## config.mk

```make
export PLATFORM = sky130hd
export DESIGN_NAME = oled_fb_writer
export DESIGN_NICKNAME = d
export VERILOG_FILES = /design/src/rtl/oled_fb_writer.sv
export SDC_FILE = /design/constraint.sdc
export NUM_CORES = 1
export LEC_CHECK = 0
export CAP_MARGIN = 20
export CORE_MARGIN = 2
export CORE_UTILIZATION = 39
export CTS_BUF_LIST = sky130_fd_sc_hd__clkbuf_8
export CTS_CLUSTER_SIZE = 25
export DETAILED_ROUTE_END_ITERATION = 16
export PLACE_DENSITY_LB_ADDON = 0.08
export SYNTH_ARGS = -nofsm -noshare
export SYNTH_HDL_FRONTEND = slang
export SYNTH_SLANG_ARGS = --single-unit
```

## constraint.sdc

```tcl
create_clock -name clk -period 2.9 [get_ports clk]
set_clock_uncertainty 0.1 [all_clocks]
set_input_delay 0.29 -clock clk [delete_from_list [all_inputs] [get_ports clk]]
set_output_delay 0.29 -clock clk [all_outputs]
set_load 0.03 [all_outputs]
```

## src/rtl/oled_fb_writer.sv

```systemverilog
// Streams the SSD1351 window header (column, row, write-RAM) followed by every
// framebuffer byte over the 8-bit E-strobed bus, two clocks per bus byte.
module oled_fb_writer #(
  parameter int WIDTH     = 128,
  parameter int HEIGHT    = 128,
  parameter int BPP_BYTES = 2,
  localparam int N        = WIDTH * HEIGHT * BPP_BYTES,
  localparam int ADDR_W   = (N > 1) ? $clog2(N) : 1
) (
  input  logic              clk,
  input  logic              rst_n,
  input  logic              init_done,
  input  logic              start,
  output logic              busy,
  output logic              done,
  output logic [ADDR_W-1:0] fb_addr,
  input  logic [7:0]        fb_data,
  output logic              oled_cs,
  output logic              oled_e,
  output logic              oled_dc,
  output logic [7:0]        oled_dout
);

  localparam logic [ADDR_W-1:0] LAST_ADDR = ADDR_W'(N - 1);
  localparam logic [7:0]        COL_END   = 8'(WIDTH - 1);
  localparam logic [7:0]        ROW_END   = 8'(HEIGHT - 1);

  typedef enum logic [2:0] {
    IDLE, CMD_LOAD, CMD_LATCH, PIX_FETCH, PIX_LOAD, PIX_LATCH, FINISH
  } state_t;

  state_t     state;
  logic [2:0] idx;
  logic       last;
  logic [7:0] hdr_byte;
  logic       hdr_dc;

  // Window header: opcodes go out with dc=0, their arguments with dc=1.
  always_comb begin
    hdr_byte = 8'h00;
    hdr_dc   = 1'b1;
    case (idx)
      3'd0:    begin hdr_byte = 8'h15;   hdr_dc = 1'b0; end
      3'd1:    hdr_byte = 8'h00;
      3'd2:    hdr_byte = COL_END;
      3'd3:    begin hdr_byte = 8'h75;   hdr_dc = 1'b0; end
      3'd4:    hdr_byte = 8'h00;
      3'd5:    hdr_byte = ROW_END;
      default: begin hdr_byte = 8'h5C;   hdr_dc = 1'b0; end
    endcase
  end

  assign busy = (state != IDLE);
  assign done = (state == FINISH);

  always_ff @(posedge clk or negedge rst_n) begin
    if (!rst_n) begin
      state     <= IDLE;
      idx       <= 3'd0;
      last      <= 1'b0;
      fb_addr   <= '0;
      oled_cs   <= 1'b1;
      oled_e    <= 1'b1;
      oled_dc   <= 1'b0;
      oled_dout <= 8'h00;
    end else begin
      case (state)
        IDLE: begin
          if (start && init_done) begin
            oled_cs <= 1'b0;
            idx     <= 3'd0;
            state   <= CMD_LOAD;
          end
        end
        CMD_LOAD: begin
          oled_dout <= hdr_byte;
          oled_dc   <= hdr_dc;
          oled_e    <= 1'b1;
          idx       <= idx + 3'd1;
          state     <= CMD_LATCH;
        end
        CMD_LATCH: begin
          oled_e <= 1'b0;
          if (idx == 3'd7) begin
            fb_addr <= '0;
            last    <= 1'b0;
            state   <= PIX_FETCH;
          end else begin
            state <= CMD_LOAD;
          end
        end
        // Address 0 is on the RAM port this cycle; its data arrives in PIX_LOAD.
        PIX_FETCH: state <= PIX_LOAD;
        PIX_LOAD: begin
          oled_dout <= fb_data;
          oled_dc   <= 1'b1;
          oled_e    <= 1'b1;
          if (fb_addr == LAST_ADDR) last <= 1'b1;
          else                      fb_addr <= fb_addr + 1'b1;
          state <= PIX_LATCH;
        end
        PIX_LATCH: begin
          oled_e <= 1'b0;
          state  <= last ? FINISH : PIX_LOAD;
        end
        FINISH: begin
          oled_cs <= 1'b1;
          oled_e  <= 1'b1;
          oled_dc <= 1'b0;
          fb_addr <= '0;
          last    <= 1'b0;
          state   <= IDLE;
        end
        default: state <= IDLE;
      endcase
    end
  end

endmodule
```

### Word level (Yosys, flattened, before mapping)

Cells that the tools add are included.

| storage, ports and cells | value |
|---|---|
| flip-flop bits (word level) | 33 |
| input bits | 12 |
| output and inout port bits | 28 |
| word-level logic and storage cells | 65 |

| operators by class | value |
|---|---|
| add/subtract/negate cells | 2 |
| equality and inequality tests | 17 |
| muxes and demuxes | 19 |
| reductions and logical operators | 19 |

Operators by type and width:

| kind | number |
|---|---|
| 15-bit case mux with 3 select lines | 1 |
| 15-bit 2-to-1 mux | 2 |
| 7-bit case mux with 4 select lines | 1 |
| 3-bit == test (second input constant) | 6 |
| 3-bit case mux with 6 select lines | 1 |
| 8-bit case mux with 2 select lines | 1 |
| 15-bit by 1-bit adder with 15-bit output (second input constant) | 1 |
| 15-bit == test (second input constant) | 1 |
| 3-bit by 2-bit == test with 1-bit output (second input constant) | 4 |
| 3-bit nonzero test | 3 |
| 2-bit inequality test (second input constant) | 4 |
| 2-bit nonzero test | 4 |
| 3-bit by 1-bit == test with 1-bit output (second input constant) | 2 |
| 3-bit zero test | 2 |
| 3-bit 2-to-1 mux | 2 |
| 1-bit case mux with 3 select lines | 2 |
| 3-bit case mux with 2 select lines | 1 |
| 3-bit AND reduction | 2 |
| 2-bit OR reduction | 3 |
| 1-bit 2-to-1 mux | 4 |
| 2-bit 2-to-1 mux | 2 |
| 1-bit case mux with 2 select lines | 2 |
| 2-bit AND reduction | 2 |
| 4-bit OR reduction | 1 |
| other kinds (3) | 3 |

### Longest topological paths before layout

Gate-level depths: netlist of the first run.

| depth | value |
|---|---|
| word-level depth | 4 |
| gate-level depth with buffers | 7 |
| depth with buffers taken out | 6 |

### Worst setup path before layout of the first run

Ideal clock, no wire load.

| timing | value |
|---|---|
| kind | reg-to-reg |
| start | reg fb_addr[0] |
| end | reg fb_addr[10] |
| arrival | 1944 ps |
| data required time | 2723 ps |
| setup slack | 778 ps |
| cell stages (with the launch flop) | 7 |
| buffers on the path | 1 |
| period minus slack after synthesis | 2122 ps |
| path through | dfrtp_1 ha_1 and4_1 and4_1 buf_2 or4_1 a21oi_1 |

| on the way | value |
|---|---|
| cells in the longest elaborated chain, start to end | 3 |

Ends and longest elaborated chain:

| what | line | text |
|---|---|---|
| start, declared | 16 | `output logic [ADDR_W-1:0] fb_addr,` |
| start signal, assigned | 99 | `else fb_addr <= fb_addr + 1'b1;` |
| 15-bit by 1-bit adder with 15-bit output or 15-bit == test (tied branches) | 99, 98 |  |
| 15-bit 2-to-1 mux or 2-bit inequality test (tied branches) | n/a |  |
| 15-bit case mux with 3 select lines or 3-bit AND reduction (tied branches) | n/a |  |

Parallel ways exist; a longest one is shown, timed or not. The select of a mux whose other input is x is not followed.
A chain may end at the register's enable or synchronous reset.

### Worst setup path after layout of the first run

| timing | value |
|---|---|
| start | reg state[1] |
| end | out done |

| on the way | value |
|---|---|
| cells in the longest elaborated chain, start to end | 1 |

Ends and longest elaborated chain:

| what | line | text |
|---|---|---|
| start, declared | 32 | `state_t state;` |
| start signal, assigned | 104 | `state <= last ? FINISH : PIX_LOAD;` |
| 3-bit == test | 54 | `assign done = (state == FINISH);` |
| end, declared | 15 | `output logic done,` |

Every way passes these cells.

==> results of run 1 <==
==> worst max-delay path, delay by kind of cell, from the launching register on <==
kind / cells / cell delay, ns
buf+inv: 1 / 0.67
flops: 1 / 0.58
simple gates: 2 / 0.54
==> synthesized netlist by cell type, types with 2 or more instances <==
cell type and count:
nor3b_1 2, nand3_1 6, o31ai_1 5, nor2b_1 3
dfrtp_1 31, dfstp_2 2, or3_1 2, a211oi_1 5
nor3_1 7, a31oi_1 12, and2_1 2, o21a_1 2
nor2_1 19, clkbuf_1 6, a21o_1 4, a22o_1 2
mux2i_1 2, and4_1 3, o211ai_1 2, nand2_1 23
ha_1 7, a221o_1 2, nand4_1 4, nand2b_1 2
buf_2 5, a211o_1 3, o21ai_0 11, inv_1 7
a21oi_1 9, and4_4 2
==> path summary, 6_finish.rpt <==
path | startpoint | to | slack [ns] | depth (start not counted)
max | state[1]$_DFFE_PN0P_ | done | 0.43 | 3
min | rst_n | fb_addr[2]$_DFFE_PN0P_ | 0.30 | 2
max reg2reg | idx[0]$_DFFE_PN0P_ | fb_addr[10]$_DFFE_PN0P_ | 0.81 | 6
min reg2reg | oled_cs$_DFFE_PN1P_ | oled_cs$_DFFE_PN1P_ | 0.41 | 1
max in group asynchronous | rst_n | oled_cs$_DFFE_PN1P_ | 2.05 | 2
min in group clk | oled_cs$_DFFE_PN1P_ | oled_cs$_DFFE_PN1P_ | 0.41 | 1
==> state kept, by name (all words and copies together) (netlist names) <==
register	flops
oled_dout	8
oled_dc	1
oled_e	1
last	1
fb_addr	15
idx	3
state	3
oled_cs	1
==> cells in the final DEF (no fill, tap or decap), types with 3 or more instances in the layout <==
master and count:
a31oi_1 12, nand4_1 4, buf_4 3, nor3_1 7, nor2_1 19, nor2b_1 3
o31ai_1 5, clkbuf_8 6, a211o_1 3, clkdlybuf4s50_1 39, nand2_1 23, a21oi_1 9
and4_1 3, dfrtp_1 31, a21o_1 4, o21ai_0 11, inv_1 8, nand3_1 6
ha_1 7, a211oi_1 5
==> power groups by stage <==
stage,Combinational (mW),Clock (mW),Sequential [mW]
finish,1.10,0.450,0.758
global route,1.19,0.484,0.782
CTS,1.11,0.462,0.758
detailed placement,1.10,0,0.765
global placement,1.10,0,0.767
floorplan,0.619,0,0.875
==> per-stage QoR <==
stage                     total power [mW]  cells  hold WS [ns]
after CTS                            2.326    313        0.3134
after floorplan                      1.494    208       -0.1056
final                                2.304    313        0.2966
after global placement               1.865    305        0.3931
after global routing                 2.456    313        0.3633
after detailed placement             1.867    305        0.3929
==> layout make-up <==
type                    count  area, sq um  area share
flip-flops and latches     33        828.3      0.3360
inverters                   7        26.28     0.01066
well taps                  67        83.83     0.03401
multi-input cells         156        997.2      0.4046
clock buffers               6        82.58     0.03350
clock inverters             2        33.78     0.01371
repair buffers             42        412.9      0.1675
==> metal layers <==
metal	vias up	GRT usage	routed length, um	part of all wire
li1	850	-	-	-
met3	6	0.05213	205	0.046
met4	0	0.05657	48	0.011
met5	-	0	0	0
met2	48	0.2669	2104	0.47
met1	818	0.2372	2144	0.48
==> kinds of logic (layout without fill, tap and decap cells) <==
logic type,after synthesis,after routing
adders and majority gates,7,7
AOI/OAI and AO/OA,66,66
buffers and inverters,19,57
muxes,2,2
DFF,33,33
and+or+nand+nor,81,81
==> flow_metrics.env, run 1 <==
export IMPL_clk_latency_ns=0.28
export IMPL_cts_tree="built"
export IMPL_grt_pass1_wl_um=7251
export IMPL_initialDrtViolationCount=131
export IMPL_min_period_ns=2.472
export IMPL_report_final_hold_viol_count=0
export IMPL_syn_cell_area_sq_um=1902
export IMPL_port_buffers=39
export IMPL_min_path_type="in -> async"
export IMPL_vias=1722
export IMPL_yosys_register_bits=33
export IMPL_synth_area_leaders="dfrtp_1, ha_1, nand2_1"
export IMPL_yosysTopAreaCell="dfrtp_1"
export IMPL_worstSetupStartpointType="flip-flop"
export IMPL_synth_compound_area_share=0.2395
export IMPL_postLayoutCellArea_sq_um=2465
export IMPL_synth_mux_area_frac=0.01053
export IMPL_fp_dieH_um=73.83
export IMPL_ir_worst_vdd_uv=587.2
export IMPL_antenna_left=0
export IMPL_cts_repair_resized=0
export IMPL_fill_cells=446
export IMPL_p_comb_frac=0.476
export IMPL_place_ws_ns=0.7400
export IMPL_coreArea_sq_um=4723
export IMPL_clock_sinks=33
export IMPL_path_max_fanout=14
export IMPL_clkPwrFrac=0.195
export IMPL_yosysTopAreaCellShare=0.4079
export IMPL_drc_errors=0
export IMPL_antenna_found_initial=0
export IMPL_tightestPinTransition_ns=0.4471
export IMPL_cp_cell_sequence="nor2b_1, and2_1, clkdlybuf4s50_1"
export IMPL_final_util=0.5219
export IMPL_rsz0062_at_grt="false"
export IMPL_path_clk_slew_ns=0.07
export IMPL_routedWlPerCell_um=14.38
export IMPL_cp_slowest_stage_delay_ns=0.67
export IMPL_gp_congestion=0.7513
export IMPL_power_leakage_nw=1.013
export IMPL_grt_pass1_vias=1528
export IMPL_synth_xor_area_share=0
export IMPL_cts_path_max_buffers=2
export IMPL_cts_root_buf="clkbuf_8"
export IMPL_yosysWarnings=0
export IMPL_fmax_mhz=404.6
export IMPL_worstPathArrival_ns=2.08
export IMPL_slowest_stage="clkdlybuf4s50_1"
export IMPL_fin_nets=264
export IMPL_synth_seq_area_share=0.4355
export IMPL_synth_top_family_by_area="compound AO/OA/AOI/OAI gates"
export IMPL_synthSimpleGateAreaFrac=0.2257
export IMPL_drive_above_1_share=0.07317
export IMPL_async_flop_share=1.000
export IMPL_fin_setup_tns_ns=0
export IMPL_grt_usage=0.1749
export IMPL_power_per_cell_area_nw_per_um2=934.7
export IMPL_antenna_cells=0
export IMPL_worstSetupEndpointType="primary output"
export IMPL_period_share=0.8524
export IMPL_relSlewSlack=0.7019
export IMPL_synthCells=208
export IMPL_path_class="reg -> out"
export IMPL_cp_data_required_time_ns=2.51
export IMPL_syn_area_per_cell_sq_um=9.143
export IMPL_grt_max_degree=34
export IMPL_fp_dieW_um=73.83
export IMPL_initial_utilization=0.4026
export IMPL_setup_ws_ns=0.4281
export IMPL_status="complete, no violations"
export IMPL_seq_power_share=0.329
export IMPL_cts_made_buffers=5
export IMPL_dpl_instance_area_sq_um=2349
export IMPL_area_growth_pct=29.61
export IMPL_avgViaCountPerCell=5.502
export IMPL_h_tree_depth=2
export IMPL_switching_share=0.4218
export IMPL_drt_pass1_iterations=4
export IMPL_drv_slew=0
export IMPL_synth_flop_cell="dfrtp_1"
export IMPL_num_rows=25
export IMPL_io_pins=40
export IMPL_cts_hold_buffers_added=0
export IMPL_switching_power_uw=971.8
export IMPL_maxCapViolCount=0
export IMPL_post_cts_buffers=0
export IMPL_synth_nets=227
export IMPL_wl_um=4502
export IMPL_ys_types=46
export IMPL_synth_edf_count=0
export IMPL_dieArea_sq_um=5451
export IMPL_setup_viol=0
export IMPL_synth_adder_area_share=0.04605
export IMPL_overflow=0
export IMPL_cellInternalPower_mw=1.332
export IMPL_hpwl_um=3100
No activity file was read; power rests on OpenSTA's default activity.
==> inputs of run 2 (changes only) <==
--- a/config.mk
+++ b/config.mk
@@ -8,7 +8,6 @@
 export CAP_MARGIN = 20
 export CORE_MARGIN = 2
 export CORE_UTILIZATION = 39
-export CTS_BUF_LIST = sky130_fd_sc_hd__clkbuf_8
 export CTS_CLUSTER_SIZE = 25
 export DETAILED_ROUTE_END_ITERATION = 16
 export PLACE_DENSITY_LB_ADDON = 0.08
==> run 2 against run 1 <==
Effect of this change: clock-buffer cell count is 1 higher; combinational power hardly changed; first-iteration DRC count stayed put; non-clock buffer count stayed put; maximum frequency is 0.13% higher; sequential share of layout area stayed put; routed wire length is 0.22% higher; critical path type unchanged; worst hold slack better by 0.00072 ns; highest routed layer unchanged; via count is 0.99% higher; cell count stayed put.
==> flow_metrics.env, run 2 (same netlist as run 1, synthesis figures left out) <==
export IMPL_cts_tree="built"
export IMPL_fp_dieH_um=73.83
export IMPL_area_growth_pct=29.61
export IMPL_routedWlPerCell_um=14.42
export IMPL_h_tree_depth=2
export IMPL_port_buffers=39
export IMPL_antenna_cells=0
export IMPL_cts_path_max_buffers=2
export IMPL_final_cell_mix="clkdlybuf4s50_1, dfrtp_1, nand2_1, nor2_1, a31oi_1"
export IMPL_dpl_instance_area_sq_um=2349
export IMPL_dieArea_sq_um=5451
export IMPL_antenna_found_initial=0
export IMPL_path_clk_slew_ns=0.07
export IMPL_coreArea_sq_um=4723
export IMPL_ir_worst_vdd_uv=586.6
export IMPL_cts_made_buffers=5
export IMPL_drt_pass1_iterations=5
export IMPL_maxCapViolCount=0
export IMPL_grt_pass1_wl_um=7251
export IMPL_vias=1739
export IMPL_cp_slowest_stage_delay_ns=0.67
export IMPL_cp_cell_sequence="nor2b_1, and2_1, clkdlybuf4s50_1"
export IMPL_largest_reg_flops=15
export IMPL_dpl_cell_count=305
export IMPL_tightestPinTransition_ns=0.4448
export IMPL_initialDrtViolationCount=131
export IMPL_worstSetupStartpointType="flip-flop"
export IMPL_clk_latency_ns=0.28
export IMPL_fin_cells=313
export IMPL_cp_data_required_time_ns=2.51
export IMPL_avgViaCountPerCell=5.556
export IMPL_fin_nets=264
export IMPL_antenna_left=0
export IMPL_fmax_mhz=405.1
export IMPL_drc_errors=0
export IMPL_fp_dieW_um=73.83
export IMPL_power_per_cell_area_nw_per_um2=936.5
export IMPL_fin_setup_tns_ns=0
export IMPL_clock_sinks=33
export IMPL_overflow=0
export IMPL_layout_commonest_cell="clkdlybuf4s50_1"
export IMPL_grt_usage=0.1749
export IMPL_wl_um=4512
export IMPL_period_share=0.8513
export IMPL_worstPathArrival_ns=2.08
export IMPL_postLayoutCellArea_sq_um=2465
export IMPL_cts_hold_buffers_added=0
export IMPL_cts_root_buf="clkbuf_8"
export IMPL_slowest_stage="clkdlybuf4s50_1"
export IMPL_setup_viol=0
export IMPL_min_path_type="in -> async"
export IMPL_status="complete, no violations"
export IMPL_hpwl_um=3100
export IMPL_grt_pass1_vias=1528
export IMPL_relSlewSlack=0.7034
export IMPL_io_pins=40
export IMPL_report_final_hold_viol_count=0
export IMPL_power_leakage_nw=1.009
export IMPL_worstSetupEndpointType="primary output"
export IMPL_path_class="reg -> out"
export IMPL_critPathLaunch="state[1]$_DFFE_PN0P_"
export IMPL_final_util=0.5219
export IMPL_rsz0062_at_grt="false"
export IMPL_biggestRegsByFlops="fb_addr: 15 flops, oled_dout: 8 flops"
export IMPL_cts_repair_resized=0
export IMPL_initial_utilization=0.4026
export IMPL_drv_slew=0
export IMPL_drive_above_1_share=0.07317
export IMPL_num_rows=25
export IMPL_min_period_ns=2.469
export IMPL_r2r_start="idx[0]$_DFFE_PN0P_"
export IMPL_path_max_fanout=14
export IMPL_largest_register="fb_addr"
export IMPL_grt_max_degree=34
export IMPL_post_cts_buffers=0
export IMPL_gp_congestion=0.7513
export IMPL_hold_ws_ns=0.2973
[run 2: worst max-delay path: cells and delay by family (launching register included)]
family | cells | cell delay [ns]
flops | 1 | 0.58
simple gates | 2 | 0.54
buf+inv | 1 | 0.67
[run 2: final timing paths]
check | to | slack [ns] | cells past startpoint
setup / recovery | done | 0.43 | 3
hold / removal | fb_addr[2]$_DFFE_PN0P_ | 0.30 | 2
setup reg to reg | fb_addr[10]$_DFFE_PN0P_ | 0.81 | 6
hold reg to reg | oled_cs$_DFFE_PN1P_ | 0.41 | 1
max in group asynchronous | oled_cs$_DFFE_PN1P_ | 2.05 | 2
min in group clk | oled_cs$_DFFE_PN1P_ | 0.41 | 1
[run 2: where the power goes]
group | internal [mW] | switching [mW]
sequential | 0.598 | 0.159
clock | 0.280 | 0.174
combinational | 0.457 | 0.640
[run 2: final cells by class]
type | count | area (sq um)
Sequential cell | 33 | 828.3
Clock inverter | 1 | 30.03
Inverter | 7 | 26.28
Tap cell | 67 | 83.83
Fill cell | 446 | 2258
Clock buffer | 7 | 86.33
Timing Repair Buffer | 42 | 412.9
Multi-Input combinational cell | 156 | 997.2
[run 2: metal layers]
metal  vias up  track usage  part of all wire
met3         6      0.05213             0.044
met4         0      0.05657             0.011
met2        54       0.2669              0.47
li1        849            -                 -
met1       830       0.2372              0.48
met5         -            0                 0
[run 2: metrics by stage]
stage | setup slack [ns] | power, mW
after detailed placement | 0.7400 | 1.867
after floorplan | 0.7783 | 1.494
after global placement | 0.7753 | 1.865
after CTS | 0.4198 | 2.329
after global routing | 0.3015 | 2.460
final | 0.4313 | 2.308
==> inputs of run 3 (changes only) <==
--- a/config.mk
+++ b/config.mk
@@ -6,10 +6,12 @@
 export NUM_CORES = 1
 export LEC_CHECK = 0
 export CAP_MARGIN = 20
+export CORE_ASPECT_RATIO = 1.2
 export CORE_MARGIN = 2
 export CORE_UTILIZATION = 39
 export CTS_CLUSTER_SIZE = 25
 export DETAILED_ROUTE_END_ITERATION = 16
+export GPL_ROUTABILITY_DRIVEN = 0
 export PLACE_DENSITY_LB_ADDON = 0.08
 export SYNTH_ARGS = -nofsm -noshare
 export SYNTH_HDL_FRONTEND = slang
==> run 3 against run 2 <==
Effect of this change: critical path depth stayed put; sequential power about the same; sequential share of layout area grew 0.55 points; setup slack gained 0.026 ns; die area about the same; first-iteration DRC count fell by 32%; critical path type unchanged; final area down 1.6%; clock power decreased by 27%; maximum frequency up 1.1%; highest routed layer unchanged; global-route usage is 1.0 points higher; non-clock buffer count rose by 1.
==> flow_metrics.env, run 3 (same netlist as run 1, synthesis figures left out) <==
export IMPL_fin_setup_tns_ns=0
export IMPL_setup_viol=0
export IMPL_antenna_cells=0
export IMPL_grt_usage=0.1851
export IMPL_io_pins=40
export IMPL_fp_dieW_um=67.75
export IMPL_status="complete, no violations"
export IMPL_tightestPinTransition_ns=0.4793
export IMPL_post_cts_buffers=0
export IMPL_dieArea_sq_um=5453
export IMPL_min_path_type="in -> async"
export IMPL_power_per_cell_area_nw_per_um2=903.1
export IMPL_drt_pass1_iterations=4
export IMPL_power_leakage_nw=0.9951
export IMPL_cts_repair_resized=0
export IMPL_overflow=0
export IMPL_final_cell_mix="clkdlybuf4s50_1, dfrtp_1, nand2_1, nor2_1, a31oi_1"
export IMPL_worstSetupStartpointType="flip-flop"
export IMPL_initial_utilization=0.4109
export IMPL_h_tree_depth=2
export IMPL_cts_root_buf="clkbuf_8"
export IMPL_antenna_found_initial=0
export IMPL_clk_latency_ns=0.28
export IMPL_clock_sinks=33
export IMPL_report_final_hold_viol_count=0
export IMPL_routedWlPerCell_um=14.84
export IMPL_ir_worst_vdd_uv=515.0
export IMPL_area_growth_pct=27.50
export IMPL_biggestRegsByFlops="fb_addr: 15 flops, oled_dout: 8 flops"
export IMPL_cts_made_buffers=5
export IMPL_avgViaCountPerCell=5.528
export IMPL_relSlewSlack=0.6804
export IMPL_largest_register="fb_addr"
export IMPL_min_period_ns=2.443
export IMPL_path_max_fanout=14
export IMPL_setup_ws_ns=0.4574
export IMPL_fmax_mhz=409.4
export IMPL_antenna_left=0
export IMPL_grt_max_degree=34
export IMPL_wl_um=4526
export IMPL_path_class="reg -> out"
export IMPL_cp_data_required_time_ns=2.51
export IMPL_drive_above_1_share=0.06883
export IMPL_hold_ws_ns=0.3133
export IMPL_worstSetupEndpointType="primary output"
export IMPL_port_buffers=39
export IMPL_vias=1686
export IMPL_grt_pass1_wl_um=7638
export IMPL_cts_tree="built"
export IMPL_fp_dieH_um=80.50
export IMPL_path_clk_slew_ns=0.07
export IMPL_fill_cells=439
export IMPL_p_total_mw=2.190
export IMPL_drv_slew=0
export IMPL_coreArea_sq_um=4628
export IMPL_drc_errors=0
export IMPL_hpwl_um=3219
export IMPL_period_share=0.8423
export IMPL_cts_hold_buffers_added=0
export IMPL_rsz0062_at_grt="false"
export IMPL_fin_nets=265
export IMPL_grt_pass1_vias=1571
export IMPL_num_rows=27
export IMPL_place_ws_ns=0.7746
export IMPL_layout_commonest_cell="clkdlybuf4s50_1"
export IMPL_largest_reg_flops=15
export IMPL_initialDrtViolationCount=89
export IMPL_worstPathArrival_ns=2.05
export IMPL_cts_path_max_buffers=2
export IMPL_maxCapViolCount=0
## run 3: power breakdown
part           internal, mW  switching (mW)  total [mW]
sequential            0.599           0.157       0.755
combinational         0.464           0.640        1.10
clock                 0.170           0.160       0.331
total                  1.23           0.956        2.19
## run 3: area by class of cell
class | instances | area [sq um] | share of cell area
well taps | 58 | 72.57 | 0.02993
flip-flops and latches | 33 | 828.3 | 0.3416
clock buffers | 8 | 80.08 | 0.03302
repair buffers | 43 | 420.4 | 0.1734
inverters | 7 | 26.28 | 0.01084
multi-input cells | 156 | 997.2 | 0.4112
## run 3: worst paths after layout
| kind | start | endpoint | slack [ns] | depth (start not counted) |
|---|---|---|---|---|
| worst max-delay path | state[1]$_DFFE_PN0P_ | done | 0.46 | 3 |
| worst min-delay path | rst_n | fb_addr[6]$_DFFE_PN0P_ | 0.31 | 2 |
| worst max register to register | idx[0]$_DFFE_PN0P_ | fb_addr[10]$_DFFE_PN0P_ | 0.80 | 6 |
| worst min register to register | oled_dout[7]$_DFFE_PN0P_ | oled_dout[7]$_DFFE_PN0P_ | 0.41 | 1 |
| max in group asynchronous | rst_n | oled_cs$_DFFE_PN1P_ | 2.05 | 2 |
| min in group clk | oled_dout[7]$_DFFE_PN0P_ | oled_dout[7]$_DFFE_PN0P_ | 0.41 | 1 |
## run 3: worst max-delay path, stage by stage, from the launching register on
cell and delay [ns]:
dfrtp_1 0.56, nor2b_1 0.32, and2_1 0.20, clkdlybuf4s50_1 0.68
## run 3: per-stage QoR
step / area, sq um / util / cells
floorplan: 1902 / - / 208
global placement: 2345 / 0.5066 / 297
detailed placement: 2345 / 0.5066 / 297
CTS: 2425 / 0.5239 / 305
global route: 2425 / 0.5239 / 305
finish: 2425 / 0.5239 / 305
## run 3: layer usage
layer | vias to the layer above | global-route usage | share of wire
met3 | 7 | 0.04762 | 0.033
met5 | - | 0 | 0
met1 | 791 | 0.2416 | 0.47
met2 | 31 | 0.2931 | 0.49
met4 | 0 | 0.06327 | 0.014
li1 | 857 | - | -
